### src/rtl/ps2_pkg.sv
// Shared PS/2 constants: frame layout, receiver FSM states and the break
// scan-code prefix used by the keyboard model and the bench.
package ps2_pkg;

    localparam int       PS2_FRAME_BITS = 11;
    localparam logic     PS2_START      = 1'b0;
    localparam logic     PS2_STOP       = 1'b1;
    localparam logic [7:0] PS2_BREAK    = 8'hF0;

    typedef enum logic [1:0] {
        IDLE  = 2'd0,
        RECV  = 2'd1,
        CHECK = 2'd2
    } ps2_state_e;

endpackage

### src/rtl/ps2_rx_fifo.sv
// First-word-fall-through FIFO for received scan codes. The head entry is
// presented combinationally; push and pop in one cycle are both honoured,
// including when full. rd_data reads as zero while empty.
module ps2_rx_fifo #(
    parameter int DEPTH = 8,
    parameter int W     = 8
) (
    input  logic                     clk,
    input  logic                     rst_n,
    input  logic                     push,
    input  logic [W-1:0]             push_data,
    input  logic                     pop,
    output logic [W-1:0]             rd_data,
    output logic                     full,
    output logic [$clog2(DEPTH):0]   count
);
    localparam int AW = $clog2(DEPTH);
    localparam int CW = AW + 1;

    logic [AW-1:0] wr_ptr_q, wr_ptr_d;
    logic [AW-1:0] rd_ptr_q, rd_ptr_d;
    logic [CW-1:0] count_q, count_d;
    logic [W-1:0]  mem_q [DEPTH];
    logic [W-1:0]  mem_d [DEPTH];
    logic          empty;
    logic          do_push;
    logic          do_pop;

    assign empty   = (count_q == '0);
    assign full    = (count_q == CW'(DEPTH));
    assign do_pop  = pop & ~empty;
    assign do_push = push & (~full | do_pop);
    assign count   = count_q;
    assign rd_data = empty ? '0 : mem_q[rd_ptr_q];

    // Next-state for pointers, occupancy and storage array
    always_comb begin
        wr_ptr_d = wr_ptr_q;
        rd_ptr_d = rd_ptr_q;
        count_d  = count_q + {{AW{1'b0}}, do_push} - {{AW{1'b0}}, do_pop};
        mem_d    = mem_q;
        if (do_push) begin
            mem_d[wr_ptr_q] = push_data;
            wr_ptr_d        = wr_ptr_q + 1'b1;
        end
        if (do_pop) begin
            rd_ptr_d = rd_ptr_q + 1'b1;
        end
    end

    // Pointer and count registers
    always_ff @(posedge clk or negedge rst_n) begin
        if (!rst_n) begin
            wr_ptr_q <= '0;
            rd_ptr_q <= '0;
            count_q  <= '0;
        end else begin
            wr_ptr_q <= wr_ptr_d;
            rd_ptr_q <= rd_ptr_d;
            count_q  <= count_d;
        end
    end

    // Storage array; contents are only visible through count, so no reset
    always_ff @(posedge clk) begin
        mem_q <= mem_d;
    end

endmodule

### src/rtl/ps2_scan_receiver.sv
// Host-side PS/2 receiver: synchronizes ps2_clk/ps2_dat, deframes 11-bit
// frames on falling edges, validates stop and odd parity, and queues good
// bytes into an FWFT FIFO.
// Optional macro PS2_RX_GLITCH_FILTER_EN adds a 2-sample stability filter on
// the synchronized ps2_clk (adds 2 cycles to every latency).
module ps2_scan_receiver
    import ps2_pkg::*;
#(
    parameter int FIFO_DEPTH     = 8,
    parameter int TIMEOUT_CYCLES = 1024
) (
    input  logic       Clock,
    input  logic       Resetn,
    input  logic       ps2_clk,
    input  logic       ps2_dat,
    output logic [7:0] rd_data,
    output logic       rd_valid,
    input  logic       rd_ready,
    output logic       parity_err,
    output logic       framing_err,
    output logic       overflow
);
    localparam int              TW      = $clog2(TIMEOUT_CYCLES);
    localparam int              CW      = $clog2(FIFO_DEPTH) + 1;
    localparam logic [TW-1:0]   TO_LAST = TW'(TIMEOUT_CYCLES - 1);
    localparam logic [3:0]      STOP_IX = 4'(PS2_FRAME_BITS - 1);

    logic clk_s1_q, clk_s2_q, dat_s1_q, dat_s2_q, clk_prev_q;
    logic clk_lvl;
    logic fall;

    ps2_state_e    state_q, state_d;
    logic [3:0]    bit_cnt_q, bit_cnt_d;
    logic [7:0]    shift_q, shift_d;
    logic          parity_q, parity_d;
    logic          stop_ok_q, stop_ok_d;
    logic          par_ok_q, par_ok_d;
    logic [TW-1:0] tmo_q, tmo_d;
    logic          tmo_hit;

    logic          in_check, good, full, pop, push;
    logic [CW-1:0] count;

    // Two-flop synchronizers; idle line level is high
    always_ff @(posedge Clock or negedge Resetn) begin
        if (!Resetn) begin
            clk_s1_q   <= 1'b1;
            clk_s2_q   <= 1'b1;
            dat_s1_q   <= 1'b1;
            dat_s2_q   <= 1'b1;
            clk_prev_q <= 1'b1;
        end else begin
            clk_s1_q   <= ps2_clk;
            clk_s2_q   <= clk_s1_q;
            dat_s1_q   <= ps2_dat;
            dat_s2_q   <= dat_s1_q;
            clk_prev_q <= clk_lvl;
        end
    end

`ifdef PS2_RX_GLITCH_FILTER_EN
    logic clk_s3_q;
    logic clk_filt_q, clk_filt_d;

    // Filtered level follows the synced clock only after two equal samples
    always_comb begin
        clk_filt_d = (clk_s2_q == clk_s3_q) ? clk_s2_q : clk_filt_q;
    end

    // Filter history and filtered level registers
    always_ff @(posedge Clock or negedge Resetn) begin
        if (!Resetn) begin
            clk_s3_q   <= 1'b1;
            clk_filt_q <= 1'b1;
        end else begin
            clk_s3_q   <= clk_s2_q;
            clk_filt_q <= clk_filt_d;
        end
    end

    assign clk_lvl = clk_filt_q;
`else
    assign clk_lvl = clk_s2_q;
`endif

    assign fall = clk_prev_q & ~clk_lvl;

    // Frame FSM: start detection, bit shifting, timeout and stop capture
    always_comb begin
        state_d   = state_q;
        bit_cnt_d = bit_cnt_q;
        shift_d   = shift_q;
        parity_d  = parity_q;
        stop_ok_d = stop_ok_q;
        par_ok_d  = par_ok_q;
        tmo_d     = tmo_q;
        tmo_hit   = 1'b0;
        case (state_q)
            IDLE: begin
                tmo_d = '0;
                if (fall && (dat_s2_q == PS2_START)) begin
                    state_d   = RECV;
                    bit_cnt_d = 4'd1;
                end
            end
            RECV: begin
                if (fall) begin
                    tmo_d     = '0;
                    bit_cnt_d = bit_cnt_q + 4'd1;
                    if (bit_cnt_q <= 4'd8) begin
                        shift_d = {dat_s2_q, shift_q[7:1]};
                    end else if (bit_cnt_q < STOP_IX) begin
                        parity_d = dat_s2_q;
                    end else begin
                        stop_ok_d = (dat_s2_q == PS2_STOP);
                        par_ok_d  = ^{shift_q, parity_q};
                        state_d   = CHECK;
                    end
                end else if (tmo_q == TO_LAST) begin
                    tmo_hit   = 1'b1;
                    tmo_d     = '0;
                    bit_cnt_d = '0;
                    state_d   = IDLE;
                end else begin
                    tmo_d = tmo_q + 1'b1;
                end
            end
            CHECK: begin
                bit_cnt_d = '0;
                state_d   = IDLE;
            end
            default: begin
                state_d = IDLE;
            end
        endcase
    end

    // Frame FSM registers
    always_ff @(posedge Clock or negedge Resetn) begin
        if (!Resetn) begin
            state_q   <= IDLE;
            bit_cnt_q <= '0;
            shift_q   <= '0;
            parity_q  <= 1'b0;
            stop_ok_q <= 1'b0;
            par_ok_q  <= 1'b0;
            tmo_q     <= '0;
        end else begin
            state_q   <= state_d;
            bit_cnt_q <= bit_cnt_d;
            shift_q   <= shift_d;
            parity_q  <= parity_d;
            stop_ok_q <= stop_ok_d;
            par_ok_q  <= par_ok_d;
            tmo_q     <= tmo_d;
        end
    end

    // Frame verdict in the CHECK cycle; stop error outranks parity error
    assign in_check    = (state_q == CHECK);
    assign good        = in_check & stop_ok_q & par_ok_q;
    assign framing_err = (in_check & ~stop_ok_q) | tmo_hit;
    assign parity_err  = in_check & stop_ok_q & ~par_ok_q;
    assign pop         = rd_valid & rd_ready;
    assign overflow    = good & full & ~pop;
    assign push        = good & ~overflow;
    assign rd_valid    = (count != '0);

    ps2_rx_fifo #(
        .DEPTH (FIFO_DEPTH),
        .W     (8)
    ) u_fifo (
        .clk       (Clock),
        .rst_n     (Resetn),
        .push      (push),
        .push_data (shift_q),
        .pop       (pop),
        .rd_data   (rd_data),
        .full      (full),
        .count     (count)
    );

endmodule

### config.mk
export PLATFORM = sky130hd
export DESIGN_NAME = ps2_scan_receiver
export DESIGN_NICKNAME = d
export VERILOG_FILES = /design/src/rtl/ps2_pkg.sv /design/src/rtl/ps2_rx_fifo.sv /design/src/rtl/ps2_scan_receiver.sv
export SDC_FILE = /design/constraint.sdc
export NUM_CORES = 1
export LEC_CHECK = 0
export ABC_AREA = 1
export CAP_MARGIN = 20
export CORE_MARGIN = 2
export CORE_UTILIZATION = 46
export CTS_CLUSTER_SIZE = 8
export DETAILED_ROUTE_END_ITERATION = 10
export GPL_TIMING_DRIVEN = 0
export MAX_ROUTING_LAYER = met4
export PLACE_DENSITY = 0.65
export REMOVE_ABC_BUFFERS = 1
export SYNTH_ARGS = -nofsm -noshare
export SYNTH_HDL_FRONTEND = slang
export SYNTH_SLANG_ARGS = --single-unit
### constraint.sdc
create_clock -name Clock -period 2.3 [get_ports Clock]
set_clock_uncertainty 0.15 [all_clocks]
set_input_delay 0.46 -clock Clock [delete_from_list [all_inputs] [get_ports Clock]]
set_output_delay 0.46 -clock Clock [all_outputs]
set_load 0.01 [all_outputs]
==> results.sh <==
export IMPL_setup_ws_ns=-0.198
export IMPL_cts_tree="done"
export IMPL_maxSlewViolCount=0
export IMPL_cp_buffers_inverters=3
export IMPL_worstSetupPathType="flop to output port"
export IMPL_cellPowerDensity_mw_per_mm2=1160
export IMPL_cts_root_buffer="clkbuf_8"
export IMPL_synth_edf_count=64
export IMPL_drive_gt1_frac=0.243
export IMPL_pre_cts_ws_ns=-1.11
export IMPL_synth_cell_types=33
export IMPL_tightest_slew_ns=0.517
export IMPL_grt_max_degree=35
export IMPL_grt_pass1_wl_mm=16.2
export IMPL_grt_pass1_vias=3328
export IMPL_cp_required_ns=1.69
export IMPL_yosys_area_top_type="edfxtp_1"
export IMPL_crit_path_max_fanout=8
export IMPL_finalPower_mw=6.86
export IMPL_io_pins=17
export IMPL_gp_congestion=0.776
export IMPL_r2r_start="u_fifo.count[3]"
export IMPL_routed_via_count=3390
export IMPL_final_cell_mix="77 x nand2_1, 64 x edfxtp_1, 63 x nor2_1"
export IMPL_drt_total_wl_mm=10.0
export IMPL_min_from="clk_s1_q"
export IMPL_r2r_end="u_fifo.count[1]"
export IMPL_die_h_um=106
export IMPL_gr_total_overflow=0
export IMPL_irDropWorstVdd_v=0.000549
export IMPL_ys_async_sr_fraction=0.396
export IMPL_post_route_period_util=1.09
export IMPL_cts_buffers=9
export IMPL_finalSetupViolations=8
export IMPL_fp_dieW_um=106
export IMPL_synthesis_instances=479
export IMPL_worstPathArrival_ns=1.89
export IMPL_hold_path_class="flop to flop"
export IMPL_min_delay_path_depth=0
export IMPL_reg2regPathDepth=11
export IMPL_dr_pass1_iters=5
export IMPL_nets=554
export IMPL_p_leak_nw=2.39
export IMPL_cts_max_path_buffers=2
export IMPL_cts_clk_slew_worst_paths_ns=0.11
export IMPL_syn_area_per_cell_um2=10.1
export IMPL_synth_area_leaders="edfxtp_1 40%, dfrtp_1 19%, nor2_1 6.4%, nand2_1 6.0%, ha_1 3.9%"
export IMPL_syn_area_mm2=0.00483
export IMPL_drv_cap=0
export IMPL_crit_family="flip-flops"
export IMPL_slew_headroom=0.654
export IMPL_grtUsageTotal=0.191
export IMPL_ant_nets=0
export IMPL_synth_ff_type="edfxtp_1"
export IMPL_start_util=0.470
export IMPL_crit_path_max_incr_delay_ns=0.59
export IMPL_yosys_register_bits=106
export IMPL_yosysWarnings=0
export IMPL_dieArea_mm2=0.0113
export IMPL_netlist_area_leader_share=0.398
export IMPL_io_buffers=16
export IMPL_clkSinkCount=106
export IMPL_crit_top_cell="o21ai_1"
export IMPL_cp_slowest_cell="dfrtp_4"
export IMPL_rsz0062_at_grt="yes"
export IMPL_cp_end_kind="output port"
export IMPL_regToRegSetupSlack_ns=0.09
export IMPL_ys_seq_area_frac=0.617
export IMPL_diodes=0
export IMPL_ctsHtreeMaxLevel=3
export IMPL_status="complete, but fails checks"
export IMPL_coreArea_mm2=0.0103
export IMPL_clock_latency_ns=0.37
export IMPL_fmax_mhz=400
export IMPL_area_growth_pct=22.8
export IMPL_wl_per_cell_um=14.9
export IMPL_drc=0
export IMPL_layout_commonest_cell="nand2_1"
export IMPL_fin_crit_ns=2.50
export IMPL_dpl_hpwl_mm=5.85
export IMPL_hold_violations=0
export IMPL_antenna_found_initial=0
export IMPL_detail_route_iter0_violations=203
export IMPL_violations="negative setup slack"
export IMPL_path_cells="buf_12 -> buf_4 -> o21ai_0 -> o21ai_1 -> o21ai_1 -> nor2_1 -> buf_2"
export IMPL_crit_path_start_kind="flop"
export IMPL_hold_end="clk_lvl"
export IMPL_via_per_inst=5.03
export IMPL_rows=37
==> cells by family (layout without fill, tap and decap cells) <==
kind of cell | after synthesis | in the layout | synth area share
AOI/OAI and AO/OA | 83 | 83 | 0.0883
DFF | 106 | 106 | 0.617
xor gates and xnor gates | 15 | 15 | 0.0272
buffers and inverters | 62 | 121 | 0.0505
and+or+nand+nor | 197 | 197 | 0.174
adders and majority gates | 16 | 16 | 0.0430
==> per-stage QoR <==
step | area [um^2] | util | TNS [ns] | hold slack (ns) | instances
3_3_place_gp | 5100 | 0.497 | -53.23 | 0.196 | 619
6_report | 5930 | 0.577 | -1.22 | 0.212 | 674
5_1_grt | 5930 | 0.577 | -2.14 | 0.217 | 674
2_1_floorplan | 4770 | - | 0 | 0.0144 | 467
3_5_place_dp | 5120 | 0.498 | -35.68 | 0.198 | 620
4_1_cts | 5660 | 0.550 | -0.978 | 0.215 | 661
==> flip-flops by register name, summed over array words and instances, names as in the netlist <==
signal,flops
clk_prev_q,1
u_fifo.rd_ptr_q,3
u_fifo.mem_q,64
stop_ok_q,1
parity_q,1
u_fifo.count,4
clk_lvl,1
tmo_q,10
u_fifo.wr_ptr_q,3
par_ok_q,1
dat_s1_q,1
shift_q,8
state_q,2
clk_s1_q,1
bit_cnt_q,4
dat_s2_q,1
==> final cells by class <==
class | instances | area (um^2)
multi-input combinational | 311 | 1810
clock buffer | 9 | 124
timing repair buffer | 53 | 527
tap | 136 | 170
timing repair inverter | 2 | 27.5
sequential | 106 | 2990
inverter | 50 | 214
fill | 868 | 4350
clock inverter | 7 | 67.6
==> worst max-delay path by stage <==
stage | from | to | cells past startpoint
after detailed placement | u_fifo.rd_ptr_q[0] | rd_data[0] | 6
after global routing | u_fifo.rd_ptr_q[0] | rd_data[6] | 9
final | u_fifo.rd_ptr_q[0] | rd_data[2] | 7
after global placement | u_fifo.rd_ptr_q[0] | rd_data[0] | 6
after CTS | u_fifo.rd_ptr_q[0] | rd_data[0] | 6
after floorplan | u_fifo.count[2] | u_fifo.count[2] | 11
==> cell usage after synthesis (4+ instances only) <==
| cell type | count |
|---|---|
| a21oi_1 | 6 |
| clkbuf_1 | 8 |
| dfrtp_1 | 37 |
| dfstp_2 | 5 |
| edfxtp_1 | 64 |
| ha_1 | 15 |
| inv_1 | 41 |
| inv_2 | 8 |
| nand2_1 | 77 |
| nand2_2 | 4 |
| nand3_1 | 19 |
| nor2_1 | 82 |
| o21ai_0 | 36 |
| o21ai_1 | 34 |
| o22ai_1 | 5 |
| xnor2_1 | 5 |
| xor2_1 | 10 |
==> where the power goes <==
part	internal, mW	switching (mW)	total (mW)
clock network	0.426	0.683	1.11
logic	1.33	1.65	2.98
registers	2.37	0.400	2.77
==> layer usage <==
metal	track usage	wire, um	vias to the layer above	share of wire
met5	-	0	-	0
met4	0.0631	194	0	0.019
met3	0.0337	338	13	0.034
met2	0.334	5390	60	0.54
met1	0.225	4110	1620	0.41
li1	-	-	1697	-
==> timing repair <==
item	in CTS	in global routing
setup buffers	22	13
resized for setup	96	46
pin swaps	17	22
hold buffers	1	0
setup endpoints to repair	78	69
endpoints found under the hold margin	9	0
gates cloned	2	1
Note: power is estimated with default switching activity, not from simulation.
